==> config.mk <==
export PLATFORM = sky130hd
export DESIGN_NAME = nn_argmax_classifier
export DESIGN_NICKNAME = d
export VERILOG_FILES = /design/src/rtl/nn_argmax_classifier.sv
export SDC_FILE = /design/constraint.sdc
export NUM_CORES = 2
export LEC_CHECK = 0
export BUFFER_PORTS_ARGS = -buffer_cell sky130_fd_sc_hd__buf_4
export CORE_ASPECT_RATIO = 0.5
export CORE_MARGIN = 2
export CORE_UTILIZATION = 50
export DETAILED_ROUTE_END_ITERATION = 8
export PLACE_DENSITY = 0.8
export SKIP_LAST_GASP = 1
export SYNTH_ARGS = -nofsm -noshare
export SYNTH_HDL_FRONTEND = slang
export SYNTH_SLANG_ARGS = --single-unit
==> constraint.sdc <==
create_clock -name clk -period 5 [get_ports clk]
set_clock_uncertainty 0.05 [all_clocks]
set_input_delay 1 -clock clk [delete_from_list [all_inputs] [get_ports clk]]
set_output_delay 1 -clock clk [all_outputs]
set_load 0.05 [all_outputs]
==> src/rtl/nn_argmax_classifier.sv <==
// Argmax over the final dense layer's signed score vector: snapshot on start, scan one element per cycle.
// Define NN_ARGMAX_THRESHOLD_EN to add a threshold input and a reject output ("no word" class code).
module nn_argmax_classifier #(
    parameter int NUM_CLASSES = 10,
    parameter int DATA_W      = 48,
    parameter int IDX_W       = 8
) (
    input  logic                     clk,
    input  logic                     rst,
    input  logic                     start,
    input  logic signed [DATA_W-1:0] scores [0:NUM_CLASSES-1],
`ifdef NN_ARGMAX_THRESHOLD_EN
    input  logic signed [DATA_W-1:0] threshold,
    output logic                     reject,
`endif
    output logic                     busy,
    output logic                     done,
    output logic                     valid,
    output logic [IDX_W-1:0]         class_idx,
    output logic signed [DATA_W-1:0] max_score
);

    typedef enum logic [1:0] {
        IDLE,
        SCAN,
        DONE
    } state_t;

    localparam logic [IDX_W-1:0] LAST_IDX    = IDX_W'(NUM_CLASSES - 1);
    localparam logic [IDX_W-1:0] FIRST_IDX   = IDX_W'(1);
    localparam state_t           AFTER_START = (NUM_CLASSES > 1) ? SCAN : DONE;

    state_t state, state_next;

    logic signed [DATA_W-1:0] score_buf [0:NUM_CLASSES-1];
    logic signed [DATA_W-1:0] best;
    logic signed [DATA_W-1:0] cur_score;
    logic [IDX_W-1:0]         best_idx;
    logic [IDX_W-1:0]         scan_idx;
`ifdef NN_ARGMAX_THRESHOLD_EN
    localparam logic [IDX_W-1:0] NO_WORD = IDX_W'(NUM_CLASSES);
    logic signed [DATA_W-1:0] thresh_buf;
`endif

    always_ff @(posedge clk) begin
        if (rst) state <= IDLE;
        else     state <= state_next;
    end

    always_comb begin
        state_next = state;
        case (state)
            IDLE:    if (start) state_next = AFTER_START;
            SCAN:    if (scan_idx == LAST_IDX) state_next = DONE;
            DONE:    state_next = IDLE;
            default: state_next = IDLE;
        endcase
    end

    // Element select written as a compare chain so the index width need not match the array depth.
    always_comb begin
        cur_score = '0;
        for (int j = 0; j < NUM_CLASSES; j++) begin
            if (scan_idx == IDX_W'(j)) cur_score = score_buf[j];
        end
    end

    always_ff @(posedge clk) begin
        if (rst) begin
            for (int j = 0; j < NUM_CLASSES; j++) score_buf[j] <= '0;
            best      <= '0;
            best_idx  <= '0;
            scan_idx  <= '0;
            busy      <= 1'b0;
            done      <= 1'b0;
            valid     <= 1'b0;
            class_idx <= '0;
            max_score <= '0;
`ifdef NN_ARGMAX_THRESHOLD_EN
            thresh_buf <= '0;
            reject     <= 1'b0;
`endif
        end else begin
            done <= 1'b0;
            case (state)
                IDLE: begin
                    if (start) begin
                        score_buf <= scores;
                        best      <= scores[0];
                        best_idx  <= '0;
                        scan_idx  <= FIRST_IDX;
                        valid     <= 1'b0;
                        busy      <= 1'b1;
`ifdef NN_ARGMAX_THRESHOLD_EN
                        thresh_buf <= threshold;
`endif
                    end
                end
                SCAN: begin
                    // Strict compare keeps the lowest index on ties.
                    if (cur_score > best) begin
                        best     <= cur_score;
                        best_idx <= scan_idx;
                    end
                    if (scan_idx != LAST_IDX) scan_idx <= scan_idx + FIRST_IDX;
                end
                DONE: begin
                    done      <= 1'b1;
                    valid     <= 1'b1;
                    busy      <= 1'b0;
                    max_score <= best;
`ifdef NN_ARGMAX_THRESHOLD_EN
                    if (best < thresh_buf) begin
                        class_idx <= NO_WORD;
                        reject    <= 1'b1;
                    end else begin
                        class_idx <= best_idx;
                        reject    <= 1'b0;
                    end
`else
                    class_idx <= best_idx;
`endif
                end
                default: ;
            endcase
        end
    end

endmodule

* After elaboration in Yosys (flattened, before gate mapping) *
Index checks and enable logic that the tools add are counted.

word-level totals
  input bits = 483
  word-level logic and storage cells = 73
  output and inout bits = 59
  register bits = 605

operators by class
  $add $sub $neg = 1
  equal/unequal tests = 16
  reductions and logical operators = 9
  multiplexer cells = 27
  order comparisons = 1

operator list
  operator                                             count
  two-way mux 48 bit                                   12
  one-hot mux 48 bit (2 select lines)                  1
  > comparator 48 bit                                  1
  equality test 8 x 3 -> 1 bit, second input constant  4
  two-way mux 8 bit                                    4
  one-hot mux 8 bit (2 select lines)                   2
  equality test 8 x 2 -> 1 bit, second input constant  2
  equality test 8 x 4 -> 1 bit, second input constant  2
  adder 8 x 1 -> 8 bit, second input constant          1
  equality test 8 x 1 -> 1 bit, second input constant  1
  logical NOT 8 bit                                    1
  != test 2 bit, second input constant                 4
  != test 8 x 4 -> 1 bit, second input constant        1
  AND reduction 2 bit                                  3
  AND reduction 3 bit                                  2
  two-way mux 2 bit                                    2
  one-hot mux 1 bit (2 select lines)                   2
  one-hot mux 2 bit (2 select lines)                   1
  nonzero test 2 bit                                   2
  two-way mux 1 bit                                    3
  equality test 2 x 1 -> 1 bit, second input constant  1
  equality test 2 bit, second input constant           1
  logical NOT 2 bit                                    1

* Logic depth before layout (Yosys ltp) *
  depth after elaboration = 14
  gate-level depth with buffers = 24
  mapped depth without buffers = 17

* Worst setup path before layout *
OpenSTA, ideal clock, no wires.

  path type = register to register
  from = register scan_idx[0]
  to = register best[43]
  setup time = 0.123 ns
  buffers on the path = 4
  data required time = 4.827 ns
  cell stages (with the launch flop) = 21
  arrival = 4.489 ns
  clock period less this slack = 4.663 ns
  path slack = 0.337 ns
  cell sequence = dfxtp_1 -> inv_1 -> ha_1 -> clkbuf_1 -> nor2b_1 -> and2_1 -> buf_2 -> clkbuf_1 -> a221oi_1 -> o21a_1 -> a311oi_1 -> nor2_1 -> a21oi_1 -> ha_1 -> and4_1 -> a221o_1 -> a221oi_1 -> a21oi_1 -> nor3_1 -> buf_4 -> mux2_1

between the ends
  word-level cells in the longest chain between the ends = 14

ends and longest elaborated chain
  what                                  line  text
  start, declared                       39    logic [IDX_W-1:0] scan_idx;
  start signal, assigned                105   if (scan_idx != LAST_IDX) scan_idx <= scan_idx + FIRST_IDX;
  logical NOT 8 bit                     64    if (scan_idx == IDX_W'(j)) cur_score = score_buf[j];
  two-way mux 48 bit (9 in series)      64
  two-way mux 48 bit *                  64
  > comparator 48 bit                   101   if (cur_score > best) begin
  != test 2 bit (no source line)        n/a
  AND reduction 3 bit (no source line)  n/a
  end signal, assigned                  89    best <= scores[0];
  end signal, assigned                  102   best <= cur_score;
  end, declared                         36    logic signed [DATA_W-1:0] best;

Mark *: on every way between the ends. The rest lies on a longest branch, timed or not. The select of a mux whose other input is x is not followed.
A chain may end at the register's enable or synchronous reset.

* Final worst setup path *
  from = register scan_idx[5]
  to = register best[7]

Same word-level chain as after synthesis.

==> results list <==
* Final total negative setup slack: 0 ns
- Routability-driven placement finished with a final weighted congestion of 1.08.
- Final slew viol count: 0
- The slowest stage of the critical path belongs to the cell or4_4.
- Leaving out fill and tap cells, the most frequent cell in the layout is nand2_1.
* Clk Tree Root Cell: clkbuf_16
* Maximum number of pins on one net before global-route repair: 162
- The cell area that synthesis handed to floorplanning was about 27000 um2.
- In this run, CTS created clock tree buffers numbering 52.
- Worst-Margin Slew: between 1 and 1.5 ns
* Net Count, Synth: 4082
* Area growth from synthesis to final layout: 29.9%
- Post-CTS clock slew at the launch and capture registers of the worst setup and hold paths: 0.08 ns
- Period minus WS final: slightly below 5 ns
- The floorplan step set the die width to 333 um.
- Global routing used approximately 44% of the available tracks.
- Final design instance area without fill: 35200 um2
- In this run, the number of DRC markers left after iteration 0 of detailed routing was 4229.
- DR WL/cell: 27.2 um
- Number of setup violations in the final report: 0
* Core footprint: 53700 um2
- HPWL reported at the end of detailed placement: 102000 um
- Buffers placed on the I/O ports in this run total 541.
- Data arrival, critical path: 5.44 ns
- Clock Latency Late Sink: 0.62 ns
- Top cell by count, worst path: a221o_1
- Before antenna repair, the detailed router went through 6 iterations.
- VDD IR max: 292 uV
- Count of nets left with antenna violations after detail routing: 0
- Clock tree from TritonCTS: done
* Distinct cell type count after synthesis: 64
* Capturing element type of the critical path: register
* Lkg Pwr: 14.6 nW
- The most used flip-flop cell after synthesis is dfxtp_1.
- After synthesis, flip-flops and latches occupy 44.7% of the total area.
* Number of instances in the synthesized netlist: 3547
- Fraction of the cycle the final worst path needs: 99.4%
* Total vias in the final route: around 30000
- Averaged over all synthesized cells, the footprint is 7.64 um2.
* Crit path cell chain: or4_4 > buf_12 > nor2_8 > a221o_1 > o211ai_1 > a311oi_4 > buf_4 > nor2_1 > a21oi_1 > ha_1 > and4_1 > a221o_1 > a221oi_2 > a21oi_2 > or3_4 > buf_6 > a311oi_1
* DP Area: around 33000 um2
* Max Fanout on Critical Path: 10
- Dividing total power by cell area gives a power density of 345 nW/um2.
* Worst hold slack across all endpoints: 0.405 ns
- Vias/cell: around 6.2
* Result of the run: completed
* Category of cells accounting for the largest share of critical-path delay: compound AO/OA/AOI/OAI gates
- Yosys mapped a number of flops with a built-in enable equal to 0.
- Required @ worst endpoint: 5.47 ns
* Number of buffer and inverter stages on the critical path: 3
- Counting every sink on the clock net gives between 600 and 700.
- Hold Vio Cnt, Final: 0
* Setup repair after global routing missed its margin: true
* Met2 routing resource usage after global routing: between 60% and 70%
* Starting density of the core: between 50 and 60%
- The die covers between 50000 and 60000 um2.
- The critical path is of the reg -> reg type.
* Grt met3 use: ~15%
* Delay contributed by the slowest stage of the critical path: 0.59 ns
- In this run the most used layer during global routing was met2.
- Rel. slew slack: 16.5%
- Global routing usage on met1: between 60% and 70%
* Layout cell share with drive strength beyond 1: 23.2%
- Leading cell types in the layout, fill and taps excluded: nand2_1, buf_4, dfxtp_1
* Maximum clock path buffer count: 3
- In this run the count of I/O pins placed on the die edge is 542.
- Die span in y: approximately 170 um
* Highest attainable clock frequency: ~0.20 GHz
- Total Nets Final: 4620
- CTS built an H-tree with a depth of 2.
- Synthesis Warnings: 0
- Aggregate routed wire length: around 130000 um
- In this run, synthesis produced a sequential element count of 605.
- The worst setup path is launched from a register.
* Max-Cap Viols: 0
- Cell row count: 60
- Initial antenna violation count: 9
* Vias in the first global route: 27100
* Asr flop ratio synth: 0%
- The first global-routing pass estimated around 180000 um of wire.
* GRT overflow: 0
* Type of the tightest min-delay check: reg -> reg
- Remaining design rule violation count: 0
[cells in the mapped netlist, drive strengths merged, types with 20 or more instances]
master / instances / area [um2]
a21oi: 580 / 2900
a221o: 41 / 410
a221oi: 35 / 307
a22o: 67 / 587
a311oi: 38 / 333
a31oi: 23 / 144
and2: 22 / 138
buf: 52 / 279
clkbuf: 254 / 953
dfxtp: 605 / 12100
ha: 52 / 651
inv: 69 / 259
mux2i: 41 / 410
nand2: 1109 / 4160
nand3: 47 / 235
nand4: 52 / 325
nor2: 116 / 478
nor3: 20 / 110
nor4: 24 / 165
o211ai: 35 / 263
o21a: 23 / 173
o21ai: 82 / 414
o311ai: 26 / 280
[sequential cells by signal (all words and copies together) (netlist names)]
| name | count |
|---|---|
| done | 1 |
| max_score | 48 |
| best_idx | 8 |
| score_buf | 480 |
| best | 48 |
| busy | 1 |
| valid | 1 |
| class_idx | 8 |
| state | 2 |
| scan_idx | 8 |
[through the flow]
| step | util, % | cells | worst slack, ns | power, mW |
|---|---|---|---|---|
| floorplan | - | 3547 | 0.337 | 6.55 |
| global placement | 61.3 | 4723 | -0.427 | 7.70 |
| detailed placement | 61.3 | 4723 | -0.547 | 7.73 |
| CTS | 64.8 | 4828 | 0.0277 | 12.0 |
| global route | 65.6 | 4843 | -0.0336 | 12.5 |
| finish | 65.6 | 4843 | 0.0289 | 12.2 |
[area by class of cell]
| cell class | instances | area, um2 |
|---|---|---|
| Inverter | 70 | 263 |
| Timing Repair Buffer | 790 | 6340 |
| Clock inverter | 30 | 294 |
| Sequential cell | 605 | 12100 |
| Antenna cell | 1 | 2.50 |
| Fill cell | 4662 | 18500 |
| Clock buffer | 68 | 1480 |
| Tap cell | 713 | 892 |
| Multi-Input combinational cell | 2566 | 13800 |
[where the power goes]
part | switching, mW | internal (mW)
Clock | 2.01 | 2.32
Sequential | 0.289 | 5.12
Combinational | 1.41 | 1.01
Total | 3.71 | 8.45
[worst paths after layout]
| path | from | end | slack, ns | cells after the start |
|---|---|---|---|---|
| setup reg to reg | scan_idx[5] | best[7] | 0.03 | 17 |
| setup / recovery | scan_idx[5] | best[7] | 0.03 | 17 |
| hold / removal | score_buf[54] | score_buf[54] | 0.40 | 2 |
| hold reg to reg | score_buf[54] | score_buf[54] | 0.40 | 2 |
[worst min-delay path: stages (launching register included)]
cell and delay, ns:
dfxtp_1 0.31, nand2_1 0.05, a21oi_1 0.05
[cell families after synthesis]
family                   Yosys count  synth area share (%)
AND/OR/NAND/NOR                 1437                  21.9
AO/OA/AOI/OAI                   1031                  23.8
flip-flops                       605                  44.7
buffers and inverters            376                  5.52
multiplexers                      42                  1.56
adder cells (fa/ha/maj)           52                  2.40
XOR/XNOR                           4                 0.129
[repair_timing]
item / CTS / global route
hold buffers: 0 / 0
resized for setup: 8 / 44
buffers inserted: 7 / 10
endpoints found under the setup margin: 56 / 55
pin swaps: 4 / 21
gates cloned: 0 / 4
[metal layers]
metal,share of wire (%),wire length [um],vias up
met5,0.19,245,-
met4,3.6,4740,16
met3,14,18100,274
met2,42,54900,1817
met1,41,53700,14600
li1,-,-,13400
(Power assumes the default switching activity.)
